[src/rtl/mem_bus_pkg.sv]
// Shared definitions for the cs/we/ack memory bus arbiter: FSM state
// encoding and the width helpers used to size grant and timeout fields.
package mem_bus_pkg;

  localparam logic [1:0] ST_IDLE = 2'd0;
  localparam logic [1:0] ST_BUSY = 2'd1;
  localparam logic [1:0] ST_DONE = 2'd2;

  typedef enum logic [1:0] {
    S_IDLE = ST_IDLE,
    S_BUSY = ST_BUSY,
    S_DONE = ST_DONE
  } state_e;

  // Ceiling log2; clog2(1) = 0.
  function automatic int clog2(input int value);
    int r;
    r = 0;
    for (int i = 0; i < 31; i++) begin
      if ((1 << i) < value) r = i + 1;
    end
    return r;
  endfunction

  // Field widths never drop below one bit.
  function automatic int max1(input int value);
    return (value < 1) ? 1 : value;
  endfunction

endpackage

[src/rtl/mem_bus_arbiter_if.sv]
// Bundle of the master-side request/response signals and the slave-side
// command/ack signals around the arbiter. The slave modport is the
// arbiter's own view (it answers the masters and drives the memory);
// the master modport is the view of the surrounding masters and memory.
interface mem_bus_arbiter_if
  import mem_bus_pkg::*;
#(
  parameter int NUM_MASTERS = 2,
  parameter int ADDR_W      = 16,
  parameter int DATA_W      = 16
) ();

  localparam int GW = max1(clog2(NUM_MASTERS));

  logic [NUM_MASTERS-1:0]        i_m_cs;
  logic [NUM_MASTERS-1:0]        i_m_we;
  logic [NUM_MASTERS*ADDR_W-1:0] i_m_addr;
  logic [NUM_MASTERS*DATA_W-1:0] i_m_dat;
  logic [DATA_W-1:0]             o_m_dat;
  logic [NUM_MASTERS-1:0]        o_m_ack;
  logic                          o_m_err;
  logic                          o_s_cs;
  logic                          o_s_we;
  logic [ADDR_W-1:0]             o_s_addr;
  logic [DATA_W-1:0]             o_s_dat;
  logic                          i_s_ack;
  logic [DATA_W-1:0]             i_s_dat;
  logic [GW-1:0]                 o_grant;
  logic                          o_busy;

  modport slave (
    input  i_m_cs, i_m_we, i_m_addr, i_m_dat, i_s_ack, i_s_dat,
    output o_m_dat, o_m_ack, o_m_err, o_s_cs, o_s_we, o_s_addr, o_s_dat,
    output o_grant, o_busy
  );

  modport master (
    output i_m_cs, i_m_we, i_m_addr, i_m_dat, i_s_ack, i_s_dat,
    input  o_m_dat, o_m_ack, o_m_err, o_s_cs, o_s_we, o_s_addr, o_s_dat,
    input  o_grant, o_busy
  );

endinterface

[src/rtl/mem_bus_arbiter_arb_pick.sv]
// Combinational winner selection: first requester at or after the start
// pointer (wrapping) in round-robin mode, lowest index otherwise.
module arb_pick
  import mem_bus_pkg::*;
#(
  parameter int N  = 2,
  parameter int GW = 1
) (
  input  logic [N-1:0]  req_i,
  input  logic [GW-1:0] ptr_i,
  input  logic          rr_mode_i,
  output logic [GW-1:0] idx_o,
  output logic          vld_o
);

  // Scan candidates in priority order and keep the first one requesting.
  always_comb begin
    int            c;
    logic [GW-1:0] ci;
    idx_o = '0;
    vld_o = 1'b0;
    c     = 0;
    ci    = '0;
    for (int i = 0; i < N; i++) begin
      c = rr_mode_i ? (int'(ptr_i) + i) : i;
      if (c >= N) c = c - N;
      ci = GW'(c);
      if (!vld_o && req_i[ci]) begin
        vld_o = 1'b1;
        idx_o = ci;
      end
    end
  end

endmodule

[src/rtl/mem_bus_arbiter.sv]
// N-master to 1-slave arbiter for the cs/we/ack memory bus. Holds the
// IDLE/BUSY/DONE FSM, the latched slave command, the round-robin pointer
// and the optional ack timeout counter. Every output is a register.
module mem_bus_arbiter
  import mem_bus_pkg::*;
#(
  parameter int NUM_MASTERS = 2,
  parameter int ADDR_W      = 16,
  parameter int DATA_W      = 16,
  parameter int RR_MODE     = 1,
  parameter int TIMEOUT     = 0
) (
  input logic              i_clk,
  input logic              i_reset,
  mem_bus_arbiter_if.slave bus
);

  localparam int GW = max1(clog2(NUM_MASTERS));
  localparam int TW = max1(clog2(TIMEOUT + 1));

  state_e                 state_q, state_d;
  logic [GW-1:0]          ptr_q, ptr_d;
  logic [GW-1:0]          grant_q, grant_d;
  logic [TW-1:0]          cnt_q, cnt_d;
  logic                   s_cs_q, s_cs_d;
  logic                   s_we_q, s_we_d;
  logic [ADDR_W-1:0]      s_addr_q, s_addr_d;
  logic [DATA_W-1:0]      s_dat_q, s_dat_d;
  logic [DATA_W-1:0]      m_dat_q, m_dat_d;
  logic [NUM_MASTERS-1:0] m_ack_q, m_ack_d;
  logic                   m_err_q, m_err_d;
  logic                   busy_q, busy_d;

  logic [GW-1:0]          pick_idx;
  logic                   pick_vld;

  arb_pick #(
    .N  (NUM_MASTERS),
    .GW (GW)
  ) u_pick (
    .req_i     (bus.i_m_cs),
    .ptr_i     (ptr_q),
    .rr_mode_i (RR_MODE != 0),
    .idx_o     (pick_idx),
    .vld_o     (pick_vld)
  );

  // Next-state and registered-output logic for the transfer FSM.
  always_comb begin
    state_d  = state_q;
    ptr_d    = ptr_q;
    grant_d  = grant_q;
    cnt_d    = cnt_q;
    s_cs_d   = s_cs_q;
    s_we_d   = s_we_q;
    s_addr_d = s_addr_q;
    s_dat_d  = s_dat_q;
    m_dat_d  = m_dat_q;
    m_ack_d  = '0;
    m_err_d  = 1'b0;

    case (state_q)
      S_IDLE: begin
        if (pick_vld) begin
          // Latch the winner's command so it stays stable for all of BUSY.
          state_d  = S_BUSY;
          grant_d  = pick_idx;
          cnt_d    = '0;
          s_cs_d   = 1'b1;
          s_we_d   = bus.i_m_we[pick_idx];
          s_addr_d = bus.i_m_addr[pick_idx*ADDR_W +: ADDR_W];
          s_dat_d  = bus.i_m_dat[pick_idx*DATA_W +: DATA_W];
          if (RR_MODE != 0) begin
            ptr_d = (pick_idx == GW'(NUM_MASTERS - 1)) ? '0 : pick_idx + 1'b1;
          end
        end
      end

      S_BUSY: begin
        // A slave ack always beats a timeout landing in the same cycle.
        if (bus.i_s_ack) begin
          state_d = S_DONE;
          s_cs_d  = 1'b0;
          m_dat_d = bus.i_s_dat;
          for (int k = 0; k < NUM_MASTERS; k++) begin
            m_ack_d[k] = (grant_q == GW'(k));
          end
        end else if ((TIMEOUT > 0) && (cnt_q == TW'(TIMEOUT))) begin
          state_d = S_DONE;
          s_cs_d  = 1'b0;
          m_dat_d = '0;
          m_err_d = 1'b1;
          for (int k = 0; k < NUM_MASTERS; k++) begin
            m_ack_d[k] = (grant_q == GW'(k));
          end
        end else if (TIMEOUT > 0) begin
          cnt_d = cnt_q + 1'b1;
        end
      end

      // One quiet cycle so the finished master can release its cs.
      S_DONE: state_d = S_IDLE;

      default: state_d = S_IDLE;
    endcase

    busy_d = (state_d != S_IDLE);
  end

  // State and output registers; reset overrides any same-cycle ack.
  always_ff @(posedge i_clk) begin
    if (i_reset) begin
      state_q  <= S_IDLE;
      ptr_q    <= '0;
      grant_q  <= '0;
      cnt_q    <= '0;
      s_cs_q   <= 1'b0;
      s_we_q   <= 1'b0;
      s_addr_q <= '0;
      s_dat_q  <= '0;
      m_dat_q  <= '0;
      m_ack_q  <= '0;
      m_err_q  <= 1'b0;
      busy_q   <= 1'b0;
    end else begin
      state_q  <= state_d;
      ptr_q    <= ptr_d;
      grant_q  <= grant_d;
      cnt_q    <= cnt_d;
      s_cs_q   <= s_cs_d;
      s_we_q   <= s_we_d;
      s_addr_q <= s_addr_d;
      s_dat_q  <= s_dat_d;
      m_dat_q  <= m_dat_d;
      m_ack_q  <= m_ack_d;
      m_err_q  <= m_err_d;
      busy_q   <= busy_d;
    end
  end

  assign bus.o_s_cs   = s_cs_q;
  assign bus.o_s_we   = s_we_q;
  assign bus.o_s_addr = s_addr_q;
  assign bus.o_s_dat  = s_dat_q;
  assign bus.o_m_dat  = m_dat_q;
  assign bus.o_m_ack  = m_ack_q;
  assign bus.o_m_err  = m_err_q;
  assign bus.o_grant  = grant_q;
  assign bus.o_busy   = busy_q;

endmodule

[src/flat_wrapper.sv]
// flat-port wrapper written by rule: the top's interface ports become plain ports
module mem_bus_arbiter_flat import mem_bus_pkg::*;
#(
  parameter int NUM_MASTERS = 2,
  parameter int ADDR_W      = 16,
  parameter int DATA_W      = 16,
  parameter int RR_MODE     = 1,
  parameter int TIMEOUT     = 0
)
  (i_clk, i_reset, bus_i_m_cs, bus_i_m_we, bus_i_m_addr, bus_i_m_dat, bus_i_s_ack, bus_i_s_dat, bus_o_m_dat, bus_o_m_ack, bus_o_m_err, bus_o_s_cs, bus_o_s_we, bus_o_s_addr, bus_o_s_dat, bus_o_grant, bus_o_busy);
  mem_bus_arbiter_if #(.NUM_MASTERS(NUM_MASTERS), .ADDR_W(ADDR_W), .DATA_W(DATA_W)) bus_i ();
  input logic i_clk;
  input logic i_reset;
  input wire logic [$bits(bus_i.i_m_cs)-1:0] bus_i_m_cs;
  input wire logic [$bits(bus_i.i_m_we)-1:0] bus_i_m_we;
  input wire logic [$bits(bus_i.i_m_addr)-1:0] bus_i_m_addr;
  input wire logic [$bits(bus_i.i_m_dat)-1:0] bus_i_m_dat;
  input wire logic [$bits(bus_i.i_s_ack)-1:0] bus_i_s_ack;
  input wire logic [$bits(bus_i.i_s_dat)-1:0] bus_i_s_dat;
  output wire logic [$bits(bus_i.o_m_dat)-1:0] bus_o_m_dat;
  output wire logic [$bits(bus_i.o_m_ack)-1:0] bus_o_m_ack;
  output wire logic [$bits(bus_i.o_m_err)-1:0] bus_o_m_err;
  output wire logic [$bits(bus_i.o_s_cs)-1:0] bus_o_s_cs;
  output wire logic [$bits(bus_i.o_s_we)-1:0] bus_o_s_we;
  output wire logic [$bits(bus_i.o_s_addr)-1:0] bus_o_s_addr;
  output wire logic [$bits(bus_i.o_s_dat)-1:0] bus_o_s_dat;
  output wire logic [$bits(bus_i.o_grant)-1:0] bus_o_grant;
  output wire logic [$bits(bus_i.o_busy)-1:0] bus_o_busy;
  assign bus_i.i_m_cs = bus_i_m_cs;
  assign bus_i.i_m_we = bus_i_m_we;
  assign bus_i.i_m_addr = bus_i_m_addr;
  assign bus_i.i_m_dat = bus_i_m_dat;
  assign bus_i.i_s_ack = bus_i_s_ack;
  assign bus_i.i_s_dat = bus_i_s_dat;
  assign bus_o_m_dat = bus_i.o_m_dat;
  assign bus_o_m_ack = bus_i.o_m_ack;
  assign bus_o_m_err = bus_i.o_m_err;
  assign bus_o_s_cs = bus_i.o_s_cs;
  assign bus_o_s_we = bus_i.o_s_we;
  assign bus_o_s_addr = bus_i.o_s_addr;
  assign bus_o_s_dat = bus_i.o_s_dat;
  assign bus_o_grant = bus_i.o_grant;
  assign bus_o_busy = bus_i.o_busy;
  mem_bus_arbiter #(.NUM_MASTERS(NUM_MASTERS), .ADDR_W(ADDR_W), .DATA_W(DATA_W), .RR_MODE(RR_MODE), .TIMEOUT(TIMEOUT)) u_core (.i_clk(i_clk), .i_reset(i_reset), .bus(bus_i));
endmodule
[config.mk]
export PLATFORM = sky130hd
export DESIGN_NAME = mem_bus_arbiter_flat
export DESIGN_NICKNAME = d
export VERILOG_FILES = /design/src/rtl/mem_bus_pkg.sv /design/src/rtl/mem_bus_arbiter_if.sv /design/src/rtl/mem_bus_arbiter_arb_pick.sv /design/src/rtl/mem_bus_arbiter.sv /design/src/flat_wrapper.sv
export SDC_FILE = /design/constraint.sdc
export NUM_CORES = 1
export LEC_CHECK = 0
export CAP_MARGIN = 5
export CELL_PAD_IN_SITES_DETAIL_PLACEMENT = 0
export CELL_PAD_IN_SITES_GLOBAL_PLACEMENT = 2
export CORE_AREA = 2 2 128 105
export CTS_CLUSTER_SIZE = 14
export DETAILED_ROUTE_END_ITERATION = 8
export DIE_AREA = 0 0 130 107
export GPL_TIMING_DRIVEN = 0
export PLACE_DENSITY = 0.78
export SETUP_SLACK_MARGIN = 0.02
export SYNTH_ARGS = -nofsm -noshare
export SYNTH_HDL_FRONTEND = slang
export SYNTH_HIERARCHICAL = 1
export SYNTH_SLANG_ARGS = --single-unit
[constraint.sdc]
create_clock -name i_clk -period 1.23 [get_ports i_clk]
set_input_delay 0.1845 -clock i_clk [delete_from_list [all_inputs] [get_ports i_clk]]
set_output_delay 0.1845 -clock i_clk [all_outputs]
set_load 0.005 [all_outputs]
# --- Word level (Yosys, flattened, before mapping) ---
# Index checks and enable logic that the tools add are counted.
word_totals:
  ff_bits: 57
  in_bits: 87
  out_inout_bits: 55
  wordCells: 55
op_classes:
  addsub: 4
  n_lt_le_gt_ge: 5
  n_eq_ne: 3
  shifts: 2
  n_mux: 19
  n_bitwise: 3
  n_reduce_logical: 9
ops:
  columns: ["cell", "n"]
  rows:
  - ["indexed part select 32 x 6 -> 16 bit", 2]
  - ["2-to-1 mux 1 bit", 15]
  - ["< comparator 1 x 2 -> 1 bit, second input constant", 3]
  - ["2-to-1 mux 2 bit", 2]
  - ["case mux 2 bit (2 select lines)", 1]
  - ["AND reduction 2 bit", 2]
  - ["nonzero test 2 bit", 2]
  - ["inverter 1 bit", 3]
  - ["AND reduction 3 bit", 1]
  - ["OR reduction 3 bit", 1]
  - ["adder 1 x 1 -> 2 bit, second input constant", 1]
  - ["equality test 2 x 1 -> 1 bit, second input constant", 1]
  - [">= comparator 1 x 2 -> 1 bit, second input constant", 1]
  - [">= comparator 2 bit, second input constant", 1]
  - ["zero test 2 bit", 1]
  - ["!= test 2 x 1 -> 1 bit, second input constant", 1]
  - ["!= test 2 bit, second input constant", 1]
  - ["case mux 1 bit (2 select lines)", 1]
  - ["subtractor 1 bit, second input constant", 2]
  - ["adder 1 bit, second input constant", 1]
  - ["logical AND 1 bit", 1]
  - ["zero test 1 bit", 1]

# --- Depth between registers and ports, before layout ---
depth:
  word_depth: 11
  depth_mapped: 7
  mapped_depth_nobuf: 5

# --- Cells and area by module ---
# Netlist, hierarchy kept.
by_module_without_submodules:
  columns: ["module", "instances", "cells_per_inst", "area_each_um2", "seq_area_each_um2"]
  rows:
  - ["mem_bus_arbiter", 1, 213, 2220.9, 1141.1]
  - ["arb_pick", 1, 3, 17.5, 0.0]

# --- Worst setup path after synthesis ---
# No wires, ideal clock.
synth_path:
  path_kind: "flip-flop to flip-flop"
  from: "register u_core.ptr_q"
  to: "register u_core.s_addr_q[0] (netlist: u_core/bus.o_s_addr[0])"
  setup_time_ps: 117
  arrival_ps: 1202
  required_ps: 1113
  path_slack_ps: -89
  path_stages_with_launch: 7
  n_path_buf: 2
  path_cell_list: "dfxtp_1 -> nand2_1 -> a21boi_1 -> buf_2 -> buf_2 -> mux2i_1 -> o2bb2ai_1"
synth_between:
  elab_chain_len: 9
  word_cells_on_any_way: 19
synth_rtl:
  columns: ["item", "line", "source"]
  rows:
  - ["from (decl)", "mem_bus_arbiter.sv:22", "logic [GW-1:0] ptr_q, ptr_d;"]
  - ["from (signal assigned)", "mem_bus_arbiter.sv:127", "ptr_q <= ptr_d;"]
  - [">= comparator 1 x 2 -> 1 bit or subtractor 1 bit (tied branches)", "mem_bus_arbiter_arb_pick.sv:26", "if (c >= N) c = c - N;"]
  - ["2-to-1 mux 1 bit", "mem_bus_arbiter_arb_pick.sv:26", null]
  - ["2-to-1 mux 1 bit (implied by the code) (2 in a row)", "mem_bus_arbiter_arb_pick.sv:28", "if (!vld_o && req_i[ci]) begin"]
  - ["2-to-1 mux 1 bit", "mem_bus_arbiter_arb_pick.sv:28", null]
  - ["zero test 1 bit", "mem_bus_arbiter_arb_pick.sv:28", null]
  - ["logical AND 1 bit", "mem_bus_arbiter_arb_pick.sv:28", null]
  - ["2-to-1 mux 1 bit *", "mem_bus_arbiter_arb_pick.sv:28", null]
  - ["named net u_core.pick_idx", "mem_bus_arbiter.sv:34", "logic [GW-1:0] pick_idx;"]
  - ["indexed part select 32 x 6 -> 16 bit *", "mem_bus_arbiter.sv:71", "s_addr_d = bus.i_m_addr[pick_idx*ADDR_W +: ADDR_W];"]
  - ["to (signal assigned)", "mem_bus_arbiter.sv:132", "s_addr_q <= s_addr_d;"]
  - ["to (decl)", "mem_bus_arbiter.sv:27", "logic [ADDR_W-1:0] s_addr_q, s_addr_d;"]
# The timed path passes the listed nets; every way through them passes the cells marked *. The select of a mux whose other input is x is not followed.
# A chain may end at the register's enable or synchronous reset.

# --- Worst setup path after layout ---
layout_path:
  from: "register u_core.ptr_q"
  to: "register u_core.s_dat_q[10] (netlist: u_core/bus.o_s_dat[10])"
layout_between:
  elab_chain_len: 9
  word_cells_on_any_way: 19
layout_rtl:
  columns: ["item", "line", "source"]
  rows:
  - [">= comparator 1 x 2 -> 1 bit or subtractor 1 bit (tied branches)", "mem_bus_arbiter_arb_pick.sv:26", null]
  - ["2-to-1 mux 1 bit", "mem_bus_arbiter_arb_pick.sv:26", null]
  - ["2-to-1 mux 1 bit (implied by the code) (2 in a row)", "mem_bus_arbiter_arb_pick.sv:28", null]
  - ["2-to-1 mux 1 bit", "mem_bus_arbiter_arb_pick.sv:28", null]
  - ["zero test 1 bit", "mem_bus_arbiter_arb_pick.sv:28", null]
  - ["logical AND 1 bit", "mem_bus_arbiter_arb_pick.sv:28", null]
  - ["2-to-1 mux 1 bit *", "mem_bus_arbiter_arb_pick.sv:28", null]
  - ["named net u_core.pick_idx", "mem_bus_arbiter.sv:34", null]
  - ["indexed part select 32 x 6 -> 16 bit *", "mem_bus_arbiter.sv:72", "s_dat_d = bus.i_m_dat[pick_idx*DATA_W +: DATA_W];"]
  - ["to (signal assigned)", "mem_bus_arbiter.sv:133", "s_dat_q <= s_dat_d;"]
  - ["to (decl)", "mem_bus_arbiter.sv:28", "logic [DATA_W-1:0] s_dat_q, s_dat_d;"]
# Marked as above.

==> results.sh <==
export IMPL_cp_slowest_cell="dfxtp_2"
export IMPL_synthSimpleGateAreaFrac=0.09558
export IMPL_cts_tree="built"
export IMPL_viasPerCell=3.965
export IMPL_skew_ps=3.494
export IMPL_rows=37
export IMPL_crit_path_frequent_cell="buf_12"
export IMPL_syn_cell_area_sq_um=2238
export IMPL_yosys_warnings=6
export IMPL_post_dp_cell_area_sq_um=3869
export IMPL_status="finished, violations left"
export IMPL_drc=0
export IMPL_synth_top_family_by_area="compound AO/OA/AOI/OAI gates"
export IMPL_critPathKind="reg2reg"
export IMPL_hold_viol_final=0
export IMPL_vdd_drop_max_mv=0.5967
export IMPL_dpl_hpwl_mm=5.308
export IMPL_setup_ws_ps=-126.2
export IMPL_cts_sinks=57
export IMPL_grt_overflow=0
export IMPL_io_buffers=139
export IMPL_hp_class="in2reg"
export IMPL_first_iter_violations=35
export IMPL_area_delta_synth_final_pct=125.9
export IMPL_cts_buffers_inserted=9
export IMPL_layout_common_cells="clkdlybuf4s50_1 (83), dlygate4sd2_1 (56), dfxtp_1 (51)"
export IMPL_drv_cap=0
export IMPL_wl_mm=8.176
export IMPL_synth_fa_ha_area_frac=0
export IMPL_relSlewSlack=0.6602
export IMPL_fill_cells=1196
export IMPL_fin_crit_sh=1.103
export IMPL_worst_pin_slew_ps=509.7
export IMPL_avgSynthCellArea_sq_um=10.36
export IMPL_final_common_cell="clkdlybuf4s50_1"
export IMPL_fin_util=0.4001
export IMPL_period_needed_ps=1356
export IMPL_first_pass_iters=4
export IMPL_cellPowerDensity_nw_per_um2=1205
export IMPL_timing_setup_tns_ps=-2257
export IMPL_arrival_ps=1570
export IMPL_antenna_found_initial=0
export IMPL_vias=2264
export IMPL_io_pins=142
export IMPL_core_sq_um=12640
export IMPL_timing_fmax_mhz=737.3
export IMPL_grt_max_degree=17
export IMPL_grt_pass1_wl_mm=12.68
export IMPL_clkTransAtPathRegs_ps=50
export IMPL_critPathMaxFanout=6
export IMPL_syn_nets=303
export IMPL_setup_viol=33
export IMPL_fin_area_sq_um=5056
export IMPL_ys_ff_latch=57
export IMPL_postCtsHoldBufs=0
export IMPL_end_kind="flop"
export IMPL_drive_above_1_share=0.3030
export IMPL_synth_top_area_share=0.5098
export IMPL_yosysUniqueCellTypes=25
export IMPL_grt_usage=0.1210
export IMPL_finalNetCount=479
export IMPL_post_drt_wl_per_cell_microns=14.32
export IMPL_cts_htree_levels=3
export IMPL_worstPathCellList="nand2_2 -> a21boi_2 -> buf_6 -> buf_12 -> buf_12 -> mux2i_1 -> o2bb2ai_1"
export IMPL_max_stage_delay_ps=330
export IMPL_rsz0062_at_grt="true"
export IMPL_p_leak_nw=2.089
export IMPL_syn_inst=216
export IMPL_drtAntennaViolNets=0
export IMPL_start_util=0.1771
export IMPL_place_congestion=0.7199
export IMPL_grt_pass1_vias=2390
export IMPL_violations="setup timing"
export IMPL_die_h_microns=107
export IMPL_die_area_sq_um=13910
export IMPL_start_kind="flop"
export IMPL_critical_path_required_ps=1440
export IMPL_maxSlewViolCount=0
export IMPL_cts_buffer_depth=2
export IMPL_num_antenna_cells=0
export IMPL_cts_root_buffer="clkbuf_16"
export IMPL_die_width_microns=130
export IMPL_yosysTopAreaCell="dfxtp_1"
export IMPL_synth_compound_area_frac=0.1789
export IMPL_synthMuxAreaShare=0.1610
export IMPL_synthXorXnorAreaFrac=0
export IMPL_synth_area_leaders="dfxtp_1 (51%), mux2i_1 (16%), o2bb2ai_1 (13%), nand2_1 (5.5%), a21oi_1 (3.8%)"
export IMPL_seq_area_frac_synth=0.5098
export IMPL_clkLatencyLatePin_ps=320
-- final timing paths --
path	start	end	slack [ps]	cells past startpoint
max	u_core/ptr_q	u_core/bus.o_s_dat[10]	-130	7
min	i_reset	u_core/state_q[1]	250	2
max reg2reg	u_core/ptr_q	u_core/bus.o_s_dat[10]	-130	7
min reg2reg	u_core/bus.o_grant	u_core/bus.o_m_ack[0]	450	1
-- synthesized netlist by cell type --
master / number
dfxtp_1: 57
mux2i_1: 36
nand2_1: 33
o2bb2ai_1: 33
a21oi_1: 17
buf_2: 11
nor2_1: 5
buf_6: 3
clkbuf_1: 3
conb_1: 2
inv_1: 2
a21boi_1: 1
and2_1: 1
and3b_1: 1
buf_4: 1
nand2b_1: 1
nand3b_1: 1
nor2b_1: 1
nor3_1: 1
nor3b_4: 1
o21ai_0: 1
o21bai_1: 1
o22ai_1: 1
or2_1: 1
or2_2: 1
-- where the power goes --
part | switching (mW) | internal (mW) | total [mW]
Combinational | 0.511 | 0.890 | 1.40
Sequential | 0.0955 | 2.00 | 2.09
Clock | 0.830 | 1.77 | 2.60
-- metrics by stage --
step           setup WS, ps  power, mW  std cells  hold slack [ps]
4_1_cts              -133.6      6.071        570            221.6
6_report             -126.2      6.094        571            249.7
3_3_place_gp         -670.2      3.098        530            442.6
3_5_place_dp         -686.0      3.101        530            446.0
2_1_floorplan         20.38      2.459        216            320.5
5_1_grt              -177.9      6.390        571            288.2
-- repair_timing --
item | 4_1_cts | 5_1_grt
endpoints found under the setup margin | 101 | 41
resized for setup | 132 | 59
pin swaps | 17 | 19
cloned | 10 | 1
setup buffers | 16 | 2
-- final cells by class --
cell class / instances / area, sq um / share of cell area
buffer: 16 / 202.7 / 0.04009
clock buffer: 13 / 280.3 / 0.05543
clock inverter: 2 / 35.03 / 0.006929
inverter: 2 / 7.507 / 0.001485
multi-input combinational: 139 / 1373 / 0.2715
sequential: 57 / 1154 / 0.2282
tap: 175 / 219.0 / 0.04331
timing repair buffer: 167 / 1785 / 0.3531
-- sequential cells by signal, summed over array words and instances, names as in the netlist, 2 cells and up --
register             count
u_core/state_q           2
u_core/bus.o_s_dat      16
u_core/bus.o_m_ack       2
u_core/bus.o_m_dat      16
u_core/bus.o_s_addr     16
-- routing by layer --
layer,track usage,wire (microns)
met1,0.1557,3692
met2,0.1806,3765
met3,0.05140,612
met4,0.04224,106
met5,0,0
-- kinds of logic (layout without fill, tap and decap cells) --
group           count (synthesis)  count (layout)
other cells                     2               2
compound gates                 54              54
flops                          57              57
buf+inv                        20             200
simple gates                   47              47
mux                            36              36
-- critical path, delay by kind of cell, from the launching register on --
| family | cells | cell delay [ps] |
|---|---|---|
| flops | 1 | 330 |
| mux | 1 | 230 |
| simple gates | 1 | 50 |
| buf+inv | 3 | 420 |
| compound gates | 2 | 200 |
No activity file was read; power rests on OpenSTA's default activity.
